`src/rtl/sram_transpose_buf.sv`:
```
// sram_transpose_buf: multi-tile row/column transpose buffer for complex samples.
//
// Each tile is a Lanes x Lanes matrix. Element (r,c) of tile t is stored in
// bank (r+c) mod Lanes at address t*Lanes+r. Because of this skew, any full
// row or any full column touches every bank exactly once, so it can be written
// or read in a single cycle.
//
// Ports:
//   clk_i, rst_ni                 clock, async active-low reset
//   wr_valid_i / wr_ready_o       write vector handshake
//   wr_col_i, wr_tile_i, wr_idx_i write orientation (1=column), tile, row/col index
//   wr_re_i / wr_im_i             write vector, lane k at [k*DataWidth +: DataWidth]
//   rd_req_valid_i/rd_req_ready_o read request handshake
//   rd_col_i, rd_tile_i, rd_idx_i read orientation, tile, row/col index
//   rd_valid_o, rd_re_o, rd_im_o  read vector, valid two cycles after accept

// Single-port bank: one read or one write per cycle, registered read data.
module sram_transpose_bank #(
    parameter int Depth = 8,
    parameter int Width = 32,
    parameter int AddrW = (Depth > 1) ? $clog2(Depth) : 1
) (
    input  logic             clk_i,
    input  logic             en_i,
    input  logic             we_i,
    input  logic [AddrW-1:0] addr_i,
    input  logic [Width-1:0] wdata_i,
    output logic [Width-1:0] rdata_o
);
    logic [Width-1:0] mem_q [Depth];
    logic [Width-1:0] rdata_q;

    // Storage is deliberately not reset.
    always_ff @(posedge clk_i) begin
        if (en_i) begin
            if (we_i) mem_q[addr_i] <= wdata_i;
            else      rdata_q       <= mem_q[addr_i];
        end
    end

    assign rdata_o = rdata_q;
endmodule

module sram_transpose_buf #(
    parameter int Lanes     = 4,
    parameter int NumTiles  = 2,
    parameter int DataWidth = 16,
    localparam int TW = (NumTiles > 1) ? $clog2(NumTiles) : 1,
    localparam int IW = $clog2(Lanes)
) (
    input  logic                       clk_i,
    input  logic                       rst_ni,
    input  logic                       wr_valid_i,
    output logic                       wr_ready_o,
    input  logic                       wr_col_i,
    input  logic [TW-1:0]              wr_tile_i,
    input  logic [IW-1:0]              wr_idx_i,
    input  logic [Lanes*DataWidth-1:0] wr_re_i,
    input  logic [Lanes*DataWidth-1:0] wr_im_i,
    input  logic                       rd_req_valid_i,
    output logic                       rd_req_ready_o,
    input  logic                       rd_col_i,
    input  logic [TW-1:0]              rd_tile_i,
    input  logic [IW-1:0]              rd_idx_i,
    output logic                       rd_valid_o,
    output logic [Lanes*DataWidth-1:0] rd_re_o,
    output logic [Lanes*DataWidth-1:0] rd_im_o
);
    localparam int Depth = NumTiles * Lanes;
    localparam int AW    = $clog2(Depth);
    localparam int CW    = $clog2(Lanes + 1);
    localparam int BW    = 2 * DataWidth;
    // Counter slots cover every encodable tile id; slots >= NumTiles never move.
    localparam int Slots = 1 << TW;
    localparam logic [TW:0] NumTilesL = (TW+1)'(NumTiles);

    logic [CW-1:0] wcnt_q [Slots];
    logic [CW-1:0] wcnt_d [Slots];
    logic [IW-1:0] rcnt_q [Slots];
    logic [IW-1:0] rcnt_d [Slots];
    logic          prio_q, prio_d;

    logic wr_tile_ok, rd_tile_ok, wr_elig, rd_elig, wr_go, rd_go;

    // ---------------- arbitration ----------------
    assign wr_tile_ok = {1'b0, wr_tile_i} < NumTilesL;
    assign rd_tile_ok = {1'b0, rd_tile_i} < NumTilesL;
    assign wr_elig = wr_valid_i & wr_tile_ok & (wcnt_q[wr_tile_i] != CW'(Lanes));
    assign rd_elig = rd_req_valid_i & rd_tile_ok & (wcnt_q[rd_tile_i] == CW'(Lanes));

    // Every access occupies all banks, so at most one side is served per cycle.
    assign wr_go = wr_elig & (~rd_elig | ~prio_q);
    assign rd_go = rd_elig & (~wr_elig | prio_q);
    assign wr_ready_o     = wr_go;
    assign rd_req_ready_o = rd_go;

    // Priority moves to the loser, and only when both sides competed.
    assign prio_d = (wr_elig & rd_elig) ? ~prio_q : prio_q;

    // ---------------- tile fill/drain tracking ----------------
    always_comb begin
        for (int t = 0; t < Slots; t++) begin
            wcnt_d[t] = wcnt_q[t];
            rcnt_d[t] = rcnt_q[t];
        end
        if (wr_go) wcnt_d[wr_tile_i] = wcnt_q[wr_tile_i] + CW'(1);
        if (rd_go) begin
            if (rcnt_q[rd_tile_i] == IW'(Lanes - 1)) begin
                // Last drain read releases the tile for refilling.
                wcnt_d[rd_tile_i] = '0;
                rcnt_d[rd_tile_i] = '0;
            end else begin
                rcnt_d[rd_tile_i] = rcnt_q[rd_tile_i] + IW'(1);
            end
        end
    end

    // ---------------- banks ----------------
    logic [Lanes-1:0][BW-1:0] bank_rd;

    for (genvar b = 0; b < Lanes; b++) begin : g_bank
        logic [IW-1:0] wsub, rsub, wrow, rrow;
        logic [AW-1:0] waddr, raddr, addr;
        logic [BW-1:0] wdata;

        // (b - idx) mod Lanes is both the lane that feeds this bank and,
        // in column mode, the row this bank holds for that column.
        assign wsub  = IW'(b) - wr_idx_i;
        assign rsub  = IW'(b) - rd_idx_i;
        assign wrow  = wr_col_i ? wsub : wr_idx_i;
        assign rrow  = rd_col_i ? rsub : rd_idx_i;
        assign waddr = AW'(wr_tile_i) * AW'(Lanes) + AW'(wrow);
        assign raddr = AW'(rd_tile_i) * AW'(Lanes) + AW'(rrow);
        assign addr  = rd_go ? raddr : waddr;
        assign wdata = {wr_im_i[wsub*DataWidth +: DataWidth],
                        wr_re_i[wsub*DataWidth +: DataWidth]};

        sram_transpose_bank #(
            .Depth (Depth),
            .Width (BW),
            .AddrW (AW)
        ) u_bank (
            .clk_i   (clk_i),
            .en_i    (wr_go | rd_go),
            .we_i    (wr_go),
            .addr_i  (addr),
            .wdata_i (wdata),
            .rdata_o (bank_rd[b])
        );
    end

    // ---------------- read pipeline ----------------
    logic [2:1]                 vld_pipe_q;
    logic [IW-1:0]              ridx_q;
    logic [Lanes*DataWidth-1:0] rot_re, rot_im, rd_re_q, rd_im_q;
    logic [IW-1:0]              sel;

    // Output lane k comes from bank (k + idx) mod Lanes for rows and columns alike.
    always_comb begin
        rot_re = '0;
        rot_im = '0;
        sel    = '0;
        for (int k = 0; k < Lanes; k++) begin
            sel = IW'(k) + ridx_q;
            rot_re[k*DataWidth +: DataWidth] = bank_rd[sel][DataWidth-1:0];
            rot_im[k*DataWidth +: DataWidth] = bank_rd[sel][BW-1:DataWidth];
        end
    end

    always_ff @(posedge clk_i or negedge rst_ni) begin
        if (!rst_ni) begin
            for (int t = 0; t < Slots; t++) begin
                wcnt_q[t] <= '0;
                rcnt_q[t] <= '0;
            end
            prio_q     <= 1'b0;
            vld_pipe_q <= '0;
            ridx_q     <= '0;
            rd_re_q    <= '0;
            rd_im_q    <= '0;
        end else begin
            wcnt_q     <= wcnt_d;
            rcnt_q     <= rcnt_d;
            prio_q     <= prio_d;
            vld_pipe_q <= {vld_pipe_q[1], rd_go};
            if (rd_go) ridx_q <= rd_idx_i;
            // Output holds its last vector when no read is landing.
            if (vld_pipe_q[1]) begin
                rd_re_q <= rot_re;
                rd_im_q <= rot_im;
            end
        end
    end

    assign rd_valid_o = vld_pipe_q[2];
    assign rd_re_o    = rd_re_q;
    assign rd_im_o    = rd_im_q;
endmodule

```
`config.mk`:
```
export PLATFORM = sky130hd
export DESIGN_NAME = sram_transpose_buf
export DESIGN_NICKNAME = d
export VERILOG_FILES = /design/src/rtl/sram_transpose_buf.sv
export SDC_FILE = /design/constraint.sdc
export NUM_CORES = 2
export LEC_CHECK = 0
export BUFFER_PORTS_ARGS = -buffer_cell sky130_fd_sc_hd__buf_2
export CORE_AREA = 2 2 517 365
export DETAILED_ROUTE_END_ITERATION = 6
export DIE_AREA = 0 0 519 367
export PLACE_DENSITY = 0.49
export RECOVER_POWER = 100
export SLEW_MARGIN = 5
export SYNTH_ARGS = -nofsm -noshare
export SYNTH_HDL_FRONTEND = slang
export SYNTH_SLANG_ARGS = --single-unit
```
`constraint.sdc`:
```
create_clock -name clk_i -period 5.1 [get_ports clk_i]
set_input_delay 1.02 -clock clk_i [delete_from_list [all_inputs] [get_ports clk_i]]
set_output_delay 1.02 -clock clk_i [all_outputs]
set_load 0.01 [all_outputs]
```
==> run_results.csv <==
group,metric,value,unit
clocking,ctsResizeCount,0,
clocking,clock_sinks,1295,
synth,synth_area_leader_cell,"edfxtp_1",
power_and_ir_drop,total_power,31.8,mW
timing,setup_viol,0,
placement,portBuffers,270,
grt,antenna_found_initial,37,
timing,layout_min_cycle_time,4.50,ns
synth,avgSynthCellArea,17.7,sq um
clocking,cts_buffer_depth,3,
routing,drtIter0Drc,3892,
timing,rsz0062_at_grt,"false",
worst_setup_path,required,5.63,ns
routing,vias,31500,
worst_setup_path,cp-end-kind,"flip-flop",
run_status,failed_checks,"design-rule violations, max-capacitance violations, max-slew violations",
finish,nFillCells,17800,
grt,grt_max_degree,130,
worst_setup_path,critPathSlowestCell,"clkbuf_2",
placement,placed_area,60400,sq um
die,die_h,367,microns
placement,hpwl,123000,microns
worst_setup_path,crit_fanout,28,
clocking,cts_tree,"done",
timing,finalCritPeriodShare,88.2,%
clocking,htree_num_levels,4,
worst_setup_path,reg2reg_to,"g_bank[3].u_bank.rdata_o[4]",
synth,synth_top_area_share,62.6,%
timing,hold_violations,0,
die,io_pins,271,
synth,synth_seq_cells,1295,
power_and_ir_drop,power_density,496,nW/um^2
synth,synth.area.top_cells,"edfxtp_1 63%, mux4_2 7.8%, dfrtp_1 6.5%",
finish,layout_commonest_cell,"edfxtp_1",
routing,ant_nets,0,
finish,finish.instance_area,64100,sq um
die,start_util,29.7,%
power_and_ir_drop,pwr-share-clk,30.3,%
worst_setup_path,crit_type,"input pin to flip-flop",
finish,fin_nets,3584,
synth,ys_async_sr_fraction,11.0,%
routing,vias_per_cell,5.20,
clocking,clk_latency,0.79,ns
routing,dr.pass1.iters,7,
power_and_ir_drop,ir_worst_vdd,0.000319,V
worst_setup_path,rr_worst_depth,11,
worst_setup_path,r2r-start,"wcnt_q[3]",
synth,synth.distinct_cells,54,
synth,synth-seq-area-share,69.1,%
power_and_ir_drop,p_int,21.8,mW
synth,synth_edf_count,1152,
power_and_ir_drop,switching_power,10.0,mW
min_path,hold_path_class,"input pin to asynchronous set/reset pin",
die,dieWidth,519,microns
routing,wl_per_cell,29.7,microns
routing,route.detailed.drc,1,
worst_setup_path,critical_path_arrival,5.02,ns
placement,gp_congestion,0.836,
synth,synthCells,3131,
grt,first_global_vias,29400,
timing,worst_pin_slew,3.52,ns
routing,wirelength,180000,microns
power_and_ir_drop,p_leak,21.5,nW
synth,synthFlopType,"edfxtp_1",
power_and_ir_drop,p_comb_share,25.3,%
synth,syn-num-nets,3274,
finish,final_cell_mix,"1152 x edfxtp_1, 355 x mux2i_1, 249 x mux2_2, 192 x mux4_2, 182 x clkbuf_1",
timing,holdWs,0.199,ns
timing,maxSlewHeadroom,-135,%
clocking,cts-root-buf,"clkbuf_16",
worst_setup_path,cp-start-kind,"input pin",
die,core_area,186000,sq um
synth,syn_area,55300,sq um
die,dieArea,190000,sq um
power_and_ir_drop,swShare,31.5,%
finish,syn_to_final_growth,15.9,%
flow_run,cap_violations,3,
worst_setup_path,r2r_slack,0.99,ns
worst_setup_path,critPathLaunch,"wr_tile_i",
timing,fmax,222,MHz
clocking,cts-buffers-inserted,132,
grt,grt_first_pass_wirelength,247000,microns
die,fp-row-count,133,
worst_setup_path,crit_chain,"clkbuf_1 -> mux2i_1 -> ha_1 -> nand2_1 -> o22a_1 -> o211ai_1 -> clkbuf_1 -> clkbuf_2 -> mux2_2 -> o22ai_1 -> a221oi_1 -> buf_4",
synth,yosysWarnings,0,
run_status,status,"complete, but fails checks",
grt,overflow,0,
timing,clock_skew,0.0518,ns
finish,drive_gt1_share,26.5,%
worst_setup_path,crit_path_frequent_cell,"clkbuf_1",
grt,track_usage,18.4,%
timing,drv_slew,339,
power_and_ir_drop,power_frac_seq,44.4,%
placement,placedCellCount,5804,
finish,stdcell_count,6054,
clocking,holdBufCountCts,0,
clocking,post_cts_buffers,0,
worst_setup_path,slowest_delay,0.78,ns
clocking,clkTransAtPathRegs,0.06,ns
layout make-up:
class | count | area, sq um | area share (%)
flip-flops and latches | 1295 | 38200 | 59.6
multi-input cells | 1588 | 16000 | 25.0
clock buffers | 172 | 3570 | 5.57
well taps | 2497 | 3120 | 4.88
repair buffers | 416 | 2430 | 3.79
clock inverters | 69 | 669 | 1.04
inverters | 8 | 33.8 | 0.0527
diodes | 9 | 22.5 | 0.0352
flip-flops by register name (all words and copies together) (netlist names):
| name | count |
|---|---|
| g_bank.u_bank.mem_q | 1024 |
| g_bank.u_bank.rdata_o | 128 |
| rd_im_o | 64 |
| rd_re_o | 64 |
| wcnt_q | 6 |
| rcnt_q | 4 |
| ridx_q | 2 |
| vld_pipe_q | 2 |
| prio_q | 1 |
layer usage:
layer,wire length [microns],global-route usage (%),vias to the layer above
met5,33,0,-
met4,3360,4.17,4
met3,12100,3.58,173
met2,79500,27.2,1076
met1,84600,27.8,16700
li1,-,-,13500
cells in the mapped netlist (4+ instances only):
library cell and instances:
edfxtp_1 1152, mux2i_1 355, mux2_2 258, mux4_2 192, o21ai_0 157, dfrtp_1 143, clkbuf_1 93, buf_2 80
nand3_1 73, a221oi_1 69, a31oi_1 67, nor2_1 66, a22o_1 64, a32oi_1 64, nand2_1 53, buf_1 37
a21oi_1 35, o22ai_1 34, a221oi_2 27, buf_4 16, nor3_1 13, o21ai_1 11, buf_6 10, inv_1 8
xor2_1 8, a21o_1 4, xnor2_1 4
worst max path at each step:
| stage | to | slack [ns] | cells after the start |
|---|---|---|---|
| final | g_bank[3].u_bank.rdata_o[4] | 0.60 | 12 |
| after floorplan | g_bank[3].u_bank.mem_q[2][0] | -0.31 | 10 |
| after global routing | g_bank[0].u_bank.rdata_o[6] | 0.47 | 8 |
| after detailed placement | g_bank[3].u_bank.rdata_o[12] | 0.35 | 11 |
| after CTS | wr_ready_o | 1.09 | 5 |
| after global placement | g_bank[3].u_bank.rdata_o[10] | 0.36 | 11 |
cell families (layout without fill, tap and decap cells):
kind of cell,count (synthesis),count (layout),synth area share (%)
AOI/OAI and AO/OA,545,545,7.11
xor gates and xnor gates,12,12,0.190
adders and majority gates,3,3,0.0679
buffers and inverters,248,665,2.19
DFF,1295,1295,69.1
muxes,806,806,19.5
other,0,9,0
and+or+nand+nor,222,222,1.85
power groups by stage:
stage	clock [mW]	combinational, mW	sequential (mW)
global route	10.3	8.60	14.2
global placement	0	8.27	14.3
detailed placement	0	8.32	14.3
floorplan	0	4.94	14.0
finish	9.62	8.05	14.1
CTS	9.84	8.34	14.1
per-stage QoR:
step           util (%)  TNS (ns)  setup slack (ns)
2_1_floorplan         -    -79.60            -0.311
3_3_place_gp       32.5         0             0.359
3_5_place_dp       32.5         0             0.349
4_1_cts            34.8         0              1.09
5_1_grt            34.4         0             0.474
6_report           34.4         0             0.604
critical path, delay by kind of cell:
| family | cells | cell delay [ns] |
|---|---|---|
| AND/OR/NAND/NOR | 1 | 0.12 |
| AO/OA/AOI/OAI | 4 | 1.25 |
| multiplexers | 2 | 0.75 |
| buffers and inverters | 4 | 1.66 |
| adder cells (fa/ha/maj) | 1 | 0.21 |
No activity file was read; power rests on OpenSTA's default activity.
